`src/rtl/debounce_pkg.sv`:
```
// Shared constants for the debounce_sync block.
//   ST_IDLE / ST_COUNT : filter state encoding (1-bit)
//   DEF_*              : default parameter values for debounce_sync
package debounce_pkg;

    typedef logic state_t;

    localparam state_t ST_IDLE  = 1'b0;
    localparam state_t ST_COUNT = 1'b1;

    localparam int unsigned DEF_SYNC_STAGES   = 2;
    localparam int unsigned DEF_CNT_W         = 16;
    localparam int unsigned DEF_STABLE_CYCLES = 50000;

endpackage

```
`src/rtl/sync_chain.sv`:
```
// Multi-flop synchronizer that brings an asynchronous level into the clk domain.
//   clk : rising-edge clock
//   rst : synchronous active-high reset, clears every stage to 0
//   d   : asynchronous input
//   q   : synchronized output (last stage)
module sync_chain #(
    parameter int unsigned STAGES = 2
) (
    input  logic clk,
    input  logic rst,
    input  logic d,
    output logic q
);

    logic [STAGES-1:0] sync_q;

    // Pure shift register: nothing may sit between the flops.
    always_ff @(posedge clk) begin
        if (rst) begin
            sync_q <= '0;
        end else begin
            sync_q <= {sync_q[STAGES-2:0], d};
        end
    end

    assign q = sync_q[STAGES-1];

endmodule

```
`src/rtl/debounce_sync.sv`:
```
// Debouncer: synchronizes a raw input, then only accepts a new level after it
// has been sampled STABLE_CYCLES times in a row; emits one-cycle edge pulses.
//   clk  : rising-edge clock
//   rst  : synchronous active-high reset
//   din  : raw asynchronous input
//   dout : debounced level (registered)
//   rise : one-cycle pulse when dout goes 0->1 (registered)
//   fall : one-cycle pulse when dout goes 1->0 (registered)
//   busy : synchronized input differs from dout (status only, from registers)
module debounce_sync
    import debounce_pkg::*;
#(
    parameter int unsigned SYNC_STAGES   = DEF_SYNC_STAGES,
    parameter int unsigned CNT_W         = DEF_CNT_W,
    parameter int unsigned STABLE_CYCLES = DEF_STABLE_CYCLES
) (
    input  logic clk,
    input  logic rst,
    input  logic din,
    output logic dout,
    output logic rise,
    output logic fall,
    output logic busy
);

    localparam logic [CNT_W-1:0] CNT_LAST = CNT_W'(STABLE_CYCLES - 1);

    logic             din_s;
    state_t           st_q;
    logic [CNT_W-1:0] cnt_q;
    logic             dout_q;
    logic             rise_q;
    logic             fall_q;

    logic             mismatch;
    logic [CNT_W-1:0] cnt_cur;

    sync_chain #(
        .STAGES (SYNC_STAGES)
    ) u_sync (
        .clk (clk),
        .rst (rst),
        .d   (din),
        .q   (din_s)
    );

    assign mismatch = (din_s != dout_q);

    // IDLE always holds a zero count, so the window starts fresh on entry.
    assign cnt_cur = (st_q == ST_COUNT) ? cnt_q : '0;

    // Stability filter and edge pulses.
    always_ff @(posedge clk) begin
        if (rst) begin
            st_q   <= ST_IDLE;
            cnt_q  <= '0;
            dout_q <= 1'b0;
            rise_q <= 1'b0;
            fall_q <= 1'b0;
        end else begin
            rise_q <= 1'b0;
            fall_q <= 1'b0;
            if (!mismatch) begin
                // Matching sample: abandon any window in progress.
                st_q  <= ST_IDLE;
                cnt_q <= '0;
            end else if (cnt_cur == CNT_LAST) begin
                // Final sample of a full window: accept the new level.
                st_q   <= ST_IDLE;
                cnt_q  <= '0;
                dout_q <= din_s;
                rise_q <= din_s;
                fall_q <= ~din_s;
            end else begin
                st_q  <= ST_COUNT;
                cnt_q <= cnt_cur + CNT_W'(1);
            end
        end
    end

    assign dout = dout_q;
    assign rise = rise_q;
    assign fall = fall_q;
    assign busy = mismatch;

endmodule

```
`config.mk`:
```
export PLATFORM = sky130hd
export DESIGN_NAME = debounce_sync
export DESIGN_NICKNAME = d
export VERILOG_FILES = /design/src/rtl/debounce_pkg.sv /design/src/rtl/sync_chain.sv /design/src/rtl/debounce_sync.sv
export SDC_FILE = /design/constraint.sdc
export NUM_CORES = 1
export LEC_CHECK = 0
export CAP_MARGIN = 30
export CELL_PAD_IN_SITES_DETAIL_PLACEMENT = 1
export CELL_PAD_IN_SITES_GLOBAL_PLACEMENT = 1
export CORE_AREA = 2 2 51 53
export DETAILED_ROUTE_END_ITERATION = 8
export DIE_AREA = 0 0 53 55
export DONT_BUFFER_PORTS = 1
export PLACE_DENSITY_LB_ADDON = 0.1
export SLEW_MARGIN = 20
export SYNTH_ARGS = -nofsm -noshare
export SYNTH_HDL_FRONTEND = slang
export SYNTH_HIERARCHICAL = 1
export SYNTH_SLANG_ARGS = --single-unit
```
`constraint.sdc`:
```
create_clock -name clk -period 2.6 [get_ports clk]
set_clock_uncertainty 0.2 [all_clocks]
set_input_delay 0.26 -clock clk [delete_from_list [all_inputs] [get_ports clk]]
set_output_delay 0.26 -clock clk [all_outputs]
set_load 0.1 [all_outputs]
```
==> flow_summary.toml, run 1 <==
[status]
status = "complete, no violations"

[worst_setup_path]
end_kind = "flop"
arrival_ps = 2150
crit_required_ps = 2650
crit_top_cell = "or3_1"
cp_slowest_stage_delay_ps = 460
path_cells = "and2_1 -> ha_1 -> nand2_1 -> or3_1 -> or3_1 -> a21oi_2"
crit_path_max_fanout = 5
critical-path-top-delay-family = "simple AND/OR/NAND/NOR gates"
path_buf_inv = 0
cpMaxStageDelayCell = "or3_1"
worstSetupStartpointType = "flop"
worstSetupPathType = "reg2reg"

[clocking]
htreeDepth = 1
clk_pin_slew_worst_paths_ps = 120
post_cts_buffers = 0
cts.sinks = 22
clockBufferDepth = 2
cts_buffers = 3
cts-root-buf = "clkbuf_4"
cts_tree = "built"
cts_resized = 0
worstSkewPairLatency_ps = 300

[placed_design]
io_buffers = 0
finalWeightedCongestion = 0.753
placed_cell_area_sq_um = 1070
hpwl_um = 1660

[pwr]
ir_worst_vdd_uv = 282
power.leakage_nw = 0.360
power_density_nw_per_um2 = 463

[timing]
post-route-period-util_pct = 80.7
rsz0062_at_grt = "false"
relSlewSlack_pct = 37.3
hold_viol_final = 0
slew_violations = 0
worst_slew_pin_slew_ps = 940
clock.fmax_mhz = 477
period_needed_ps = 2100
setup_viol = 0
finalSetupTns_ps = 0

[route]
drtIter0Drc = 12
via_per_inst = 5.78
drtAntennaViolNets = 0
num_vias = 833
drc = 0
wl_per_cell_um = 16.0
drt-total-wl_um = 2310
drtPass1Iterations = 4

[grt]
grt_util_all_layers_pct = 18.5
grt_max_degree = 17
antenna_found_initial = 0
grt_overflow = 0
grt_pass1_vias = 791
grt_pass1_wl_um = 3820

[synthesis]
yosys_warnings = 6
syn_nets = 114
ys_types = 35
ys_seq_elements = 22
yosysTopAreaCellShare_pct = 43.0
syn_inst = 110
ys_seq_area_share_pct = 43.0
avgSynthCellArea_sq_um = 9.30
synth.area.top_cells = "dfxtp_1 43%, xor2_1 6.8%, nor2_1 4.0%"
synth_area_sq_um = 1020
synth_largest_area_cell = "dfxtp_1"

[floorplanning]
die-area_sq_um = 2920
rows = 18
die_x_um = 53
io_pins = 7
fp.dieH_um = 55
core_area_sq_um = 2360
initial_utilization_pct = 43.3

[cells_and_area]
area_growth_syn_to_layout_pct = 8.80
finalInstanceArea_sq_um = 1110
drive_gt1_share_pct = 14.9
finalCoreUtilization_pct = 47.1
diodes = 0
nNetsFinal = 120
num-fill-cells = 291

[run]
maxCapViolations = 0

[worst_hold_path]
hold_class = "in2reg"
-- stage by stage --
step                      std cells  power, mW  setup WS [ps]  hold slack (ps)
after global routing            144      0.534            379              189
after global placement          139      0.363            553              133
after detailed placement        139      0.363            520              133
after CTS                       144      0.518            494              192
final                           144      0.515            501              193
after floorplan                 110      0.361           89.4              129
-- sequential cells by signal, indices dropped and copies added, names as in the netlist --
register       count
u_sync/sync_q      2
rise               1
dout               1
st_q               1
fall               1
cnt_q             16
-- synth_stat cells --
library cell  instances
ha_1                  1
nor2b_1               3
a211o_2               1
nor3_1                1
buf_6                 1
buf_2                 1
nor2_1               11
and3_2                1
o211ai_1              1
nand4_2               1
and4_2                2
inv_1                 1
or3_4                 1
nand3_1               7
o21ai_4               1
and2b_2               1
nand2_1              10
nor4_1                2
or4b_1                1
or3_1                 4
xor2_1                8
nand4bb_1             1
xnor2_1               2
buf_4                 2
and2_1                2
a21oi_2               1
or4_1                 1
nor3b_1               1
a21oi_1               4
and4_1                2
dfxtp_1              22
o21ai_0               5
o211ai_4              1
nand4_1               5
and3_1                1
-- cell usage in the layout (no fill, tap or decap), drive strengths merged, types with 2 or more instances in the layout --
master,n
a21oi,5
and2,2
and3,2
and4,4
buf,3
clkbuf,3
dfxtp,22
dlygate4sd3,2
nand2,10
nand3,7
nand4,6
nor2,11
nor2b,3
nor4,2
o211ai,2
o21ai,6
or3,5
xnor2,2
xor2,8
-- power by group --
part	internal, mW	switching [mW]	leakage (nW)	total [mW]
Clock	0.0541	0.103	0.0138	0.157
Combinational	0.00610	0.0107	0.168	0.0168
Sequential	0.339	0.00185	0.178	0.341
-- final cells by class --
type                       count  area [sq um]  area share (%)
timing repair buffer           5          42.5            3.82
sequential                    22           440            39.6
inverter                       1          3.75           0.337
clock buffer                   3          22.5            2.02
multi-input combinational     83           567            50.9
tap                           30          37.5            3.37
-- kinds of logic after synthesis --
group / after synthesis / share of synthesized area [%]
flops: 22 / 43.0
buf+inv: 5 / 3.42
fa+ha+maj: 1 / 1.22
xor+xnor: 10 / 8.56
compound gates: 14 / 10.6
simple gates: 58 / 33.1
-- metal layers --
metal / routed length [um] / vias to the layer above / track usage (%)
met5: 0 / - / 0
met4: 13 / 0 / 7.69
met3: 28 / 2 / 3.23
met2: 1160 / 5 / 31.3
met1: 1110 / 425 / 23.4
li1: - / 401 / -
-- timing repair --
| action | 4_1_cts | 5_1_grt |
|---|---|---|
| endpoints found under the hold margin | 3 | 0 |
| setup endpoints to repair | 0 | 0 |
| hold buffers | 2 | 0 |
-- path summary, 6_finish.rpt --
check,startpoint,end,slack [ps],depth (start not counted)
max,cnt_q[0],cnt_q[14],500,6
min,rst,fall,190,2
max reg2reg,cnt_q[0],cnt_q[14],500,6
min reg2reg,u_sync/sync_q[0],u_sync/sync_q[1],260,1
Note: power is estimated with default switching activity, not from simulation.
==> run 2, diff against run 1 <==
CORE_AREA = 2 2 53 55   (was 2 2 51 53)
DIE_AREA = 0 0 55 57   (was 0 0 53 55)
clock period = 1.7 ns   (was 2.6 ns; I/O delays follow)
==> run 2 against run 1 <==
  * The flow now finishes with violations (negative setup slack)
  * Largest power group unchanged
  * Combinational power rose by 100%
  * Global-route usage rose by 1.5 points
  * Via count rose by 15%
  * Power rose by 67%
  * Highest routed layer unchanged
  * Core utilization rose by 11 points
  * Final area rose by 37%
==> flow_summary.toml, run 2 (synthesized netlist as in run 1, its figures left out) <==
[grt]
grt_pass1_wl_um = 4490
grt_max_degree = 13
use_met3_pct = 3.40
grt_pass1_vias = 992
met2_usage_pct = 36.2
grt_util_all_layers_pct = 20.0
antenna_found_initial = 0
grt_overflow = 0
busiest_layer = "met2"
grt_use_met1_pct = 23.5

[cells_and_area]
final_cell_mix = "38 x buf_4, 16 x dfxtp_1, 8 x nand2_1, 8 x nor2_1, 7 x xor2_1"
diodes = 0
finalInstanceArea_sq_um = 1520
area_growth_syn_to_layout_pct = 48.5
nNetsFinal = 157
top_register = "cnt_q"
drive_gt1_share_pct = 51.3
largest_reg_flops = 16
finalCoreUtilization_pct = 58.1
mostFrequentLayoutCell = "buf_4"
reg_top3 = "cnt_q: 16 flops, u_sync/sync_q: 2 flops"

[clocking]
cts.sinks = 22
worstSkewPairLatency_ps = 320
htreeDepth = 1
cts_buffers = 3
clk_pin_slew_worst_paths_ps = 130
cts_tree = "built"
clockBufferDepth = 2
cts-root-buf = "clkbuf_4"

[status]
status = "complete, but fails checks"
violations = "negative setup slack"

[timing]
worst_slew_pin_slew_ps = 321
clock.fmax_mhz = 532
slew_violations = 0
period_needed_ps = 1880
hold_viol_final = 0
post-route-period-util_pct = 110
setup_ws_ps = -178
rsz0062_at_grt = "true"
holdWs_ps = 94.0
relSlewSlack_pct = 78.4
setup_viol = 17
finalSetupTns_ps = -2050

[floorplanning]
io_pins = 7
die_x_um = 55
fp.dieH_um = 57
die-area_sq_um = 3140
core_area_sq_um = 2620
rows = 19
initial_utilization_pct = 39.1

[worst_setup_path]
worstSetupPathType = "reg2reg"
worstReg2RegStart = "st_q"
arrival_ps = 1950
crit_path_max_fanout = 7
r2r_end = "cnt_q[14]"
reg2reg_depth = 6
worstSetupStartpointType = "flop"
ff2ff_setup_slack_ps = -180
end_kind = "flop"
crit_required_ps = 1770

[worst_hold_path]
holdPathStages = 2
hold_class = "in2reg"
hold_start = "rst"
hold_end = "cnt_q[1]"

[placed_design]
placed_cell_area_sq_um = 1330
finalWeightedCongestion = 0.783
hpwl_um = 2000
io_buffers = 0

[route]
via_per_inst = 5.23
num_vias = 957
drtAntennaViolNets = 0
drt-total-wl_um = 2970
wl_per_cell_um = 16.2
drtIter0Drc = 4
drc = 0
drtPass1Iterations = 4

[pwr]
power_density_nw_per_um2 = 565
power.leakage_nw = 0.561
ir_worst_vdd_uv = 500
power.total_mw = 0.859

[run]
maxCapViolations = 0
## run 2: changes by cell type in the layout (fill, tap and decap cells not counted), moves of 2 or more
cell	previous run	this run
buf_6	0	2
nand2_2	0	2
buf_4	3	38
nor2_2	0	3
or3_1	4	2
dfxtp_1	22	16
nor2_1	11	8
or3_4	1	3
and2_1	2	0
dfxtp_2	0	4
and2_4	0	2
dfxtp_4	0	2
nand2_1	10	8
## run 2: how the worst max path moves through the flow
| stage | from | endpoint | depth (start not counted) |
|---|---|---|---|
| floorplan | st_q | cnt_q[14] | 9 |
| global placement | cnt_q[11] | cnt_q[12] | 4 |
| detailed placement | st_q | cnt_q[15] | 5 |
| CTS | cnt_q[11] | cnt_q[6] | 5 |
| global route | st_q | cnt_q[14] | 6 |
| finish | st_q | cnt_q[14] | 6 |
## run 2: report_power, final
part,switching [mW],internal [mW]
logic,0.0181,0.0158
clock network,0.174,0.131
registers,0.00360,0.516
## run 2: worst max-delay path, cell delays in order, from the launching register on
cell and delay [ps]:
dfxtp_4 400, buf_4 160, and4_4 240, nand4_1 150
buf_4 190, or3_1 370, a21oi_2 120
## run 2: routing by layer
metal	part of all wire, %	up-vias
li1	-	477
met1	42	457
met2	51	13
met3	2.9	10
met4	3.8	0
met5	0	-
## run 2: what timing repair did
item	in CTS	in global routing
buffers inserted	5	2
hold buffers	2	0
hold endpoints to repair	3	0
pin swaps	3	3
gates resized for setup	12	11
endpoints found under the setup margin	20	21
## run 2: cell type report
type                    count  area, sq um
clock buffers               4         36.3
fillers                   322         1090
inverters                   1         3.75
multi-input cells          83          661
flip-flops and latches     22          453
well taps                  31         38.8
repair buffers             42          328
## run 2: through the flow
step           setup slack (ps)  cells
3_3_place_gp               -156    170
3_5_place_dp               -181    170
5_1_grt                    -214    183
6_report                   -178    183
2_1_floorplan              -285    110
4_1_cts                    -123    181
==> run 3, diff against run 2 <==
CELL_PAD_IN_SITES_DETAIL_PLACEMENT = 0   (was 1)
SETUP_SLACK_MARGIN = 0.4   (was default)
==> run 3 against run 2 <==
  * The flow still finishes with violations (negative setup slack)
  * First-iteration DRC count grew to 2.5 times the previous value
  * Critical path depth is 1 lower
  * Largest cell class unchanged
  * Critical path type unchanged
  * Sequential power hardly changed
  * Wire length is 19% lower
  * Combinational power is 11% higher
  * Non-clock buffer count is 2 lower
  * Maximum frequency is 1.7% higher
==> flow_summary.toml, run 3 (synthesized netlist as in run 1, its figures left out) <==
[clocking]
clockBufferDepth = 2
cts_buffers = 3
clk_pin_slew_worst_paths_ps = 130
cts-root-buf = "clkbuf_4"
worstSkewPairLatency_ps = 310
cts_tree = "built"
cts.sinks = 22
htreeDepth = 1

[run]
maxCapViolations = 0

[grt]
grt_util_all_layers_pct = 19.3
grt_pass1_wl_um = 4260
met2_usage_pct = 31.5
grt_max_degree = 14
busiest_layer = "met2"
use_met3_pct = 5.50
grt_overflow = 0
grt_pass1_vias = 903
grt_use_met1_pct = 24.5
antenna_found_initial = 0

[cells_and_area]
finalCoreUtilization_pct = 59.7
num-fill-cells = 229
finalInstanceArea_sq_um = 1560
diodes = 0
area_growth_syn_to_layout_pct = 52.4
drive_gt1_share_pct = 48.7
top_register = "cnt_q"
mostFrequentLayoutCell = "buf_4"
final_cell_mix = "32 x buf_4, 16 x dfxtp_1, 11 x nor2_1"
nNetsFinal = 155
reg_top3 = "cnt_q: 16 flops, u_sync/sync_q: 2 flops"
largest_reg_flops = 16

[floorplanning]
rows = 19
fp.dieH_um = 57
io_pins = 7
die-area_sq_um = 3140
core_area_sq_um = 2620
die_x_um = 55
initial_utilization_pct = 39.1

[timing]
hold_viol_final = 0
period_needed_ps = 1850
post-route-period-util_pct = 109
slew_violations = 0
worst_slew_pin_slew_ps = 309
rsz0062_at_grt = "true"
setup_ws_ps = -146
clock.fmax_mhz = 542
relSlewSlack_pct = 79.2
setup_viol = 17

[worst_setup_path]
worstReg2RegStart = "cnt_q[11]"
reg2reg_depth = 5
worstSetupPathType = "reg2reg"
crit_path_max_fanout = 10
end_kind = "flop"
worstSetupStartpointType = "flop"
crit_required_ps = 1730
ff2ff_setup_slack_ps = -150
r2r_end = "cnt_q[3]"
arrival_ps = 1870

[placed_design]
io_buffers = 0
hpwl_um = 1750
pre_cts_slack_ps = -168
finalWeightedCongestion = 0.783
placed_cell_area_sq_um = 1330

[pwr]
power_density_nw_per_um2 = 619
ir_worst_vdd_uv = 634
power.total_mw = 0.966
power.leakage_nw = 0.575

[route]
num_vias = 912
via_per_inst = 5.04
drtIter0Drc = 10
drc = 0
drtAntennaViolNets = 0
drtPass1Iterations = 4
wl_per_cell_um = 13.2
drt-total-wl_um = 2390

[worst_hold_path]
holdPathStages = 2
hold_start = "rst"
hold_end = "cnt_q[1]"
hold_class = "in2reg"

[status]
violations = "negative setup slack"
status = "complete, but fails checks"
run 3: layout make-up:
class	count	area, sq um	share of cell area, %
Inverter	1	3.75	0.241
Timing Repair Buffer	40	367	23.5
Clock inverter	1	30.0	1.92
Clock buffer	3	22.5	1.44
Sequential cell	22	455	29.2
Multi-Input combinational cell	83	643	41.2
Tap cell	31	38.8	2.49
run 3: worst max path at each step:
| stage | from | to | slack (ps) | cells after the start |
|---|---|---|---|---|
| after floorplan | st_q | cnt_q[14] | -290 | 9 |
| after global placement | cnt_q[11] | cnt_q[12] | -160 | 4 |
| after detailed placement | st_q | cnt_q[12] | -170 | 6 |
| after CTS | st_q | cnt_q[6] | -120 | 7 |
| after global routing | st_q | cnt_q[14] | -220 | 6 |
| final | cnt_q[11] | cnt_q[3] | -150 | 5 |
run 3: metal layers:
layer	vias up	share of wire (%)
met5	-	0
met3	8	2.6
met4	0	2.3
li1	476	-
met2	9	49
met1	419	46
run 3: worst max-delay path: stages, from the launching register on:
cell and delay (ps):
dfxtp_1 340, or3_4 410, or3_4 440, o21ai_4 180, buf_12 140, nor2b_1 40
run 3: where the power goes:
group / leakage [nW] / switching [mW] / internal, mW
clock: 0.0279 / 0.171 / 0.238
combinational: 0.366 / 0.0189 / 0.0186
sequential: 0.182 / 0.00322 / 0.515
run 3: repair_timing:
item,in CTS,in global routing
hold endpoints to repair,3,0
hold buffers,2,0
buffers inserted,4,1
pin swaps,3,1
endpoints found under the setup margin,24,23
resized for setup,18,12
run 3: metrics by stage:
| step | setup TNS, ps | std cells | hold slack [ps] |
|---|---|---|---|
| 6_report | -2140 | 181 | 95.6 |
| 5_1_grt | -3130 | 181 | 74.0 |
| 4_1_cts | -1970 | 180 | 84.1 |
| 3_5_place_dp | -2630 | 170 | 39.0 |
| 3_3_place_gp | -2000 | 170 | 34.4 |
| 2_1_floorplan | -4660 | 110 | 29.4 |
